[config.mk]
export PLATFORM = sky130hd
export DESIGN_NAME = input_debouncer
export DESIGN_NICKNAME = d
export VERILOG_FILES = /design/src/rtl/input_debouncer_pkg.sv /design/src/rtl/input_debouncer_debounce_bit.sv /design/src/rtl/input_debouncer.sv
export SDC_FILE = /design/constraint.sdc
export NUM_CORES = 1
export LEC_CHECK = 0
export ABC_AREA = 1
export CORE_AREA = 2 2 161 163
export DETAILED_ROUTE_END_ITERATION = 8
export DIE_AREA = 0 0 163 165
export HOLD_SLACK_MARGIN = 0.1
export PLACE_DENSITY_LB_ADDON = 0.05
export SYNTH_ARGS = -nofsm -noshare
export SYNTH_HDL_FRONTEND = slang
export SYNTH_SLANG_ARGS = --single-unit
export TNS_END_PERCENT = 20
[constraint.sdc]
create_clock -name clk -period 1.65 [get_ports clk]
set_input_delay 0.2475 -clock clk [delete_from_list [all_inputs] [get_ports clk]]
set_output_delay 0.2475 -clock clk [all_outputs]
set_load 0.05 [all_outputs]
[src/rtl/input_debouncer_pkg.sv]
// Shared defaults, filter-action encoding and sizing helpers for the input debouncer.
package input_debouncer_pkg;

    localparam int DEF_WIDTH      = 21;
    localparam int DEF_TICK_DIV   = 10000;
    localparam int DEF_STABLE_CNT = 4;

    typedef enum logic [1:0] {
        FILT_HOLD,
        FILT_CLEAR,
        FILT_COUNT,
        FILT_ACCEPT
    } filt_action_e;

    // Counter width for a modulus n; a single bit even when n is 1.
    function automatic int cnt_width(input int n);
        return (n <= 1) ? 1 : $clog2(n);
    endfunction

    function automatic filt_action_e filt_action(input logic tick,
                                                 input logic differs,
                                                 input logic at_limit);
        if (!tick)    return FILT_HOLD;
        if (!differs) return FILT_CLEAR;
        if (at_limit) return FILT_ACCEPT;
        return FILT_COUNT;
    endfunction

endpackage

[src/rtl/input_debouncer_debounce_bit.sv]
// One input bit: 2-FF synchronizer, tick-paced stability counter, debounced level
// and registered rise/fall pulses.
module debounce_bit
    import input_debouncer_pkg::*;
#(
    parameter int STABLE_CNT = DEF_STABLE_CNT
) (
    input  logic clk,
    input  logic reset,
    input  logic tick,
    input  logic din,
    output logic dout,
    output logic rise,
    output logic fall
);

    localparam int            CW      = cnt_width(STABLE_CNT);
    localparam logic [CW-1:0] CNT_MAX = CW'(STABLE_CNT - 1);

    logic          s1_q, s2_q;
    logic          dout_q, dout_d;
    logic          rise_q, rise_d;
    logic          fall_q, fall_d;
    logic [CW-1:0] cnt_q, cnt_d;
    filt_action_e  act;

    always_comb begin
        // NOTE: every output of this block gets a default first, so no path leaves one unassigned and no latch is inferred.
        cnt_d  = cnt_q;
        dout_d = dout_q;
        rise_d = 1'b0;
        fall_d = 1'b0;
        act    = filt_action(tick, s2_q != dout_q, cnt_q == CNT_MAX);
        case (act)
            FILT_CLEAR:  cnt_d = '0;
            FILT_COUNT:  cnt_d = cnt_q + CW'(1);
            FILT_ACCEPT: begin
                cnt_d  = '0;
                dout_d = s2_q;
                rise_d = s2_q;
                fall_d = ~s2_q;
            end
            default: ;
        endcase
    end

    always_ff @(posedge clk or negedge reset) begin
        if (!reset) begin
            s1_q   <= 1'b0;
            s2_q   <= 1'b0;
            cnt_q  <= '0;
            dout_q <= 1'b0;
            rise_q <= 1'b0;
            fall_q <= 1'b0;
        end else begin
            // NOTE: non-blocking assignments so s2_q samples the old s1_q, giving a true two-stage synchronizer.
            s1_q   <= din;
            s2_q   <= s1_q;
            cnt_q  <= cnt_d;
            dout_q <= dout_d;
            rise_q <= rise_d;
            fall_q <= fall_d;
        end
    end

    assign dout = dout_q;
    assign rise = rise_q;
    assign fall = fall_q;

endmodule

[src/rtl/input_debouncer.sv]
// Debounces WIDTH raw board inputs on a shared sample tick; produces clean levels,
// per-bit rise/fall pulses and a combined change strobe.
module input_debouncer
    import input_debouncer_pkg::*;
#(
    parameter int WIDTH      = DEF_WIDTH,
    parameter int TICK_DIV   = DEF_TICK_DIV,
    parameter int STABLE_CNT = DEF_STABLE_CNT
) (
    input  logic             clk,
    input  logic             reset,
    input  logic [WIDTH-1:0] din,
    output logic [WIDTH-1:0] dout,
    output logic [WIDTH-1:0] rise,
    output logic [WIDTH-1:0] fall,
    output logic             changed,
    output logic             tick
);

    localparam int            PW       = cnt_width(TICK_DIV);
    localparam logic [PW-1:0] PCNT_MAX = PW'(TICK_DIV - 1);

    logic [PW-1:0] pcnt_q, pcnt_d;

    // With TICK_DIV of 1 the counter is pinned at 0 and tick stays high.
    always_comb begin
        pcnt_d = (pcnt_q == PCNT_MAX) ? '0 : pcnt_q + PW'(1);
    end

    always_ff @(posedge clk or negedge reset) begin
        if (!reset) pcnt_q <= '0;
        else        pcnt_q <= pcnt_d;
    end

    assign tick = (pcnt_q == PCNT_MAX);

    for (genvar i = 0; i < WIDTH; i++) begin : g_bit
        debounce_bit #(
            .STABLE_CNT(STABLE_CNT)
        ) u_bit (
            .clk  (clk),
            .reset(reset),
            .tick (tick),
            .din  (din[i]),
            .dout (dout[i]),
            .rise (rise[i]),
            .fall (fall[i])
        );
    end

    assign changed = |(rise | fall);

endmodule

* After elaboration in Yosys (flattened, before gate mapping)
Index checks and enable logic that the tools add are counted.
** Cells by class
- Bitwise gates (word level) :: 22
- Multiplexer cells :: 275
- Add/sub/neg operators :: 22
- Reduce and logical (&&, ||, !) cells :: 43
- Eq/ne operators :: 106
** Operator list (count)
- $mux W2 :: 106
- $mux W1 :: 147
- $eq A2 B2 Y1 const B :: 63
- $pmux W2 S2 :: 21
- $add A2 B1 Y2 const B :: 21
- $eq A2 B1 Y1 const B :: 21
- $reduce_bool A2 Y1 :: 21
- $reduce_or A2 Y1 :: 21
- $ne A1 B1 Y1 :: 21
- $not A1 Y1 :: 21
- $or A21 B21 Y21 :: 1
- $reduce_or A21 Y1 :: 1
- $add A14 B1 Y14 const B :: 1
- $eq A14 B14 Y1 const B :: 1
- $mux W14 :: 1
** Storage, ports and cells
- Bits in registers :: 161
- Input bits :: 23
- Output and inout port bits :: 65

* Longest topological paths before layout
- Depth after elaboration :: 11
- Gate-level depth with buffers :: 9
- Depth with buffers taken out :: 8

* By module
Synthesis repeated with hierarchy kept, for this count alone.
** Second synthesis, totals
- Cell total of the unflattened synthesis :: 708
- Area, all modules :: 6517.5 um2
** By module, submodules not included
- debounce_bit :: area an instance 265.3 um2, sequential area each 175.2 um2, instances 21, cells an instance 27
- input_debouncer :: area an instance 947.2 um2, sequential area each 350.3 um2, instances 1, cells an instance 141

* Worst setup path after synthesis
No wires, ideal clock.
- Kind :: register -> register
- Start :: reg pcnt_q[0]
- End :: reg g_bit[7].u_bit.fall_q
- Stages on the path, launching flop included :: 8
- Slack :: 185 ps
- Data arrival time :: 1393 ps
- Period minus slack after synthesis :: 1465 ps
- Cell sequence :: dfrtp_1 -> ha_1 -> nand3_4 -> nor2_4 -> nand2_4 -> inv_2 -> nand2_1 -> nor2_1
** On the way
- Word-level cells in the longest chain between the ends :: 4
** RTL lines
- from (decl) :: RTL line input_debouncer.sv:23 : logic [PW-1:0] pcnt_q, pcnt_d;
- from (signal assigned) :: RTL line input_debouncer.sv:32 : else pcnt_q <= pcnt_d;
- $eq A14 B14 Y1 :: RTL line input_debouncer.sv:35 : assign tick = (pcnt_q == PCNT_MAX);
- named net tick :: RTL line input_debouncer.sv:17 : output logic tick
- $mux W2 :: RTL line input_debouncer_pkg.sv:24 : if (!differs) return FILT_CLEAR;
- $eq A2 B2 Y1 :: RTL line input_debouncer_debounce_bit.sv:34 : case (act)
- $mux W1 :: RTL line input_debouncer_debounce_bit.sv:34
- named net g_bit[7].u_bit.fall_d :: RTL line input_debouncer_debounce_bit.sv:23 : logic fall_q, fall_d;
- to (signal assigned) :: RTL line input_debouncer_debounce_bit.sv:62 : fall_q <= fall_d;
- to (decl) :: RTL line input_debouncer_debounce_bit.sv:23
The timed path passes the listed nets, and every way through them passes these cells.
A chain may end at the register's enable or synchronous reset.

* Final worst setup path
- Start :: reg g_bit[4].u_bit.rise_q
- End :: out changed
** On the way
- Word-level cells in the longest chain between the ends :: 2
** RTL lines
- from (decl) :: RTL line input_debouncer_debounce_bit.sv:22 : logic rise_q, rise_d;
- from (signal assigned) :: RTL line input_debouncer_debounce_bit.sv:61 : rise_q <= rise_d;
- $or A21 B21 Y21 :: RTL line input_debouncer.sv:51 : assign changed = |(rise | fall);
- $reduce_or A21 Y1 :: RTL line input_debouncer.sv:51
- to (decl) :: RTL line input_debouncer.sv:16 : output logic changed,
Every way passes these cells.

==> results.txt <==
status = finished, violations left
failing checks = negative setup slack
Area contributors post-synth = dfrtp_1 (54%), nand2_1 (11%), buf_4 (7.1%), inv_1 (7.1%), nand3_1 (6.8%)
Mapped Area = 0.00748 sq mm
Yosys top cell area share = 53.9%
H-tree Lvls = 4
dpl hpwl = 11500 microns
post-synthesis instance total = 871
mux contribution to synthesized area = 0%
setup slack after layout = -0.188 ns
TritonCTS clock tree = built
IO Pins = 88
Post-synth ARST share = 100%
Avg Synthesized Cell Area = 8.59 sq um
Die H = 165 microns
global-route wire length before repair = 26900 microns
total CTS buffers = 17
CP Capture Type = output port
setup violators final = 2
Initial Utilization = 29.9%
port bufs = 87
Layout area overhead = 23.3%
Vias/cell = 4.17
grt ovf = 0
clk sinks = 161
EDFF count, synth = 0
largest family of logic cells by synthesized area = simple AND/OR/NAND/NOR gates
clk slew on worst S/H paths = 0.07 ns
WL final = 16700 microns
top cells by count, synth = nand2_1 (219), dfrtp_1 (161), inv_1 (142)
Slowest-stage cell, CP = dfrtp_1
shortest period the worst path allows = 1.84 ns
global-route usage over all layers = 13.0%
Clock Tree Buf Depth = 2
critical path's top delay family = simple AND/OR/NAND/NOR gates
Syn Nets = 916
most frequent cell after synthesis = nand2_1
Leak = 5.00 nW
HP Class = input port to register
Simple-Gate Fraction of Synth Area = 25.7%
synth unique cells = 21
wire per inst = 13.0 microns
Cell Pwr Density = 907 mW/mm^2
Critical Path Start Type = register
Synth Area in XOR/XNOR = 0.702%
max_cap viols = 0
max-slew headroom at the worst pin = 74.9%
Antenna Nets Post-Route = 0
YS warnings = 0
Synth Area in Compound Gates = 0.803%
vias in the first global route = 5245
Final Slew Violations = 0
Max Clock Freq = 544 MHz
fraction of layout cells with a size suffix above 1 = 18.3%
worst slew pin tran = 0.377 ns
placement row count = 58
Die ar. = 0.0269 sq mm
crit-path max FO = 2
final hold violations = 0
WP data arrival = 1.59 ns
crit-path cells = nor2_2, nand2_2, nor2_2, nand2_1, nor2_2, nand2_1, buf_6
largest area contributor in the synthesized netlist = dfrtp_1
# diodes = 0
RSZ-0062 raised after global routing = yes
slowest cell delay on critical path = 0.39 ns
Register-to-Register Path Depth = 10
Worst-Skew Late Latency = 0.42 ns
largest net degree at the start of global routing = 47
fin nets = 983
DRC violations left = 0
critical path capture point = changed
Vias = 5337
Crit Path Class = register to output port
Iteration-0 DRC Markers = 307
ys flop type = dfrtp_1
drt pass-1 iters = 6
part of the cycle the worst path needs = 111%
Worst Path Buf+Inv = 1
chip width = 163 microns
adder-cell share of the synthesized area = 3.68%
Core ar. = 0.0250 sq mm
Stages on worst setup path = 7
initial antenna violation count = 0
RR Endpoint = g_bit[16].u_bit.cnt_q[0]$_DFFE_PN0P_
Setup crit start = g_bit[4].u_bit.rise$_DFF_PN0_
Clock Skew = 0.0118 ns
most frequent cell on the critical path = nor2_2
Clock Tree Root = clkbuf_16
R2R setup slack = 0.04 ns
Seq cells post-synth = 161
Seq/Total Area, Yosys = 53.9%
WP data required = 1.40 ns
Final Power = 8.36 mW
Reg-to-Reg Start = pcnt_q[0]$_DFF_PN0_
hold_ws = 0.255 ns
VDD IR-drop max = 0.411 mV
Placer Congestion = 0.702
how the worst min path moves through the flow:
stage          cells past startpoint  startpoint                             endpoint  slack [ns]
2_1_floorplan                      0       reset  g_bit[0].u_bit.cnt_q[0]$_DFFE_PN0P_       -0.05
3_3_place_gp                       1       reset       g_bit[14].u_bit.s1_q$_DFF_PN0_        0.19
3_5_place_dp                       1       reset       g_bit[14].u_bit.s1_q$_DFF_PN0_        0.19
4_1_cts                            1      din[5]        g_bit[5].u_bit.s1_q$_DFF_PN0_        0.23
5_1_grt                            1      din[4]        g_bit[4].u_bit.s1_q$_DFF_PN0_        0.23
6_report                           1      din[5]        g_bit[5].u_bit.s1_q$_DFF_PN0_        0.25
what timing repair did:
action | 4_1_cts | 5_1_grt
resized for setup | 17 | 28
setup endpoints to repair | 14 | 65
endpoints found under the hold margin | 115 | 0
hold buffers | 1 | 0
pin swaps | 10 | 13
cloned | 0 | 2
buffers inserted | 12 | 5
kinds of logic (layout without fill, tap and decap cells):
| kind of cell | Yosys count | in the layout |
|---|---|---|
| adder cells (fa/ha/maj) | 22 | 22 |
| XOR/XNOR | 6 | 6 |
| flip-flops | 161 | 161 |
| buffers and inverters | 225 | 305 |
| AND/OR/NAND/NOR | 445 | 445 |
| AO/OA/AOI/OAI | 12 | 12 |
cells in the final DEF (no fill, tap or decap), drive strengths merged:
master	n
nand4	24
nand3	103
bufinv	3
dfrtp	161
nand3b	1
clkinvlp	4
buf	106
dlygate4sd3	1
nor2	94
clkbuf	20
clkinv	2
ha	22
xor2	6
clkdlybuf4s50	21
nand2	221
a21oi	2
o21ai	10
or2	2
inv	148
registers in the layout, indices dropped and copies added (netlist names):
register / flops
g_bit.u_bit.cnt_q: 42
g_bit.u_bit.dout: 21
g_bit.u_bit.fall: 21
g_bit.u_bit.rise: 21
g_bit.u_bit.s1_q: 21
g_bit.u_bit.s2_q: 21
pcnt_q: 14
layer usage:
| metal | global-route usage [%] | vias to the layer above | share of wire [%] |
|---|---|---|---|
| met1 | 17.6 | 2493 | 50 |
| met3 | 2.89 | 11 | 3.0 |
| li1 | - | 2767 | - |
| met2 | 20.6 | 66 | 46 |
| met5 | 0 | - | 0 |
| met4 | 4.83 | 0 | 1.1 |
metrics by stage:
stage / utilization, % / std cells / instance area [sq um] / worst slack [ns] / setup TNS (ns)
CTS: 36.1 / 1275 / 9040 / -0.262 / -0.376
global route: 36.8 / 1281 / 9220 / -0.316 / -1.38
detailed placement: 33.0 / 1230 / 8260 / -0.00777 / -0.0226
global placement: 33.0 / 1230 / 8260 / 0.0356 / 0
floorplan: - / 871 / 7480 / 0.185 / 0
finish: 36.8 / 1281 / 9220 / -0.188 / -0.283
area by class of cell:
cell class	count	area [sq um]
fillers	2622	15800
clock inverters	14	176
flip-flops and latches	161	4030
well taps	330	413
clock buffers	18	439
repair buffers	130	1220
multi-input cells	485	2410
inverters	143	539
power breakdown:
group | leakage [nW] | internal [mW] | switching (mW)
combinational | 2.57 | 0.0887 | 0.128
clock | 0.292 | 2.45 | 1.68
sequential | 2.14 | 4.00 | 0.0282
total | 5.00 | 6.53 | 1.83
worst register-to-register path: cells and delay by family, from the launching register on:
| kind | cells | cell delay [ns] |
|---|---|---|
| fa+ha+maj | 1 | 0.16 |
| buf+inv | 4 | 0.49 |
| flops | 1 | 0.39 |
| simple gates | 5 | 0.50 |
Power figures use the tool's default switching activity.
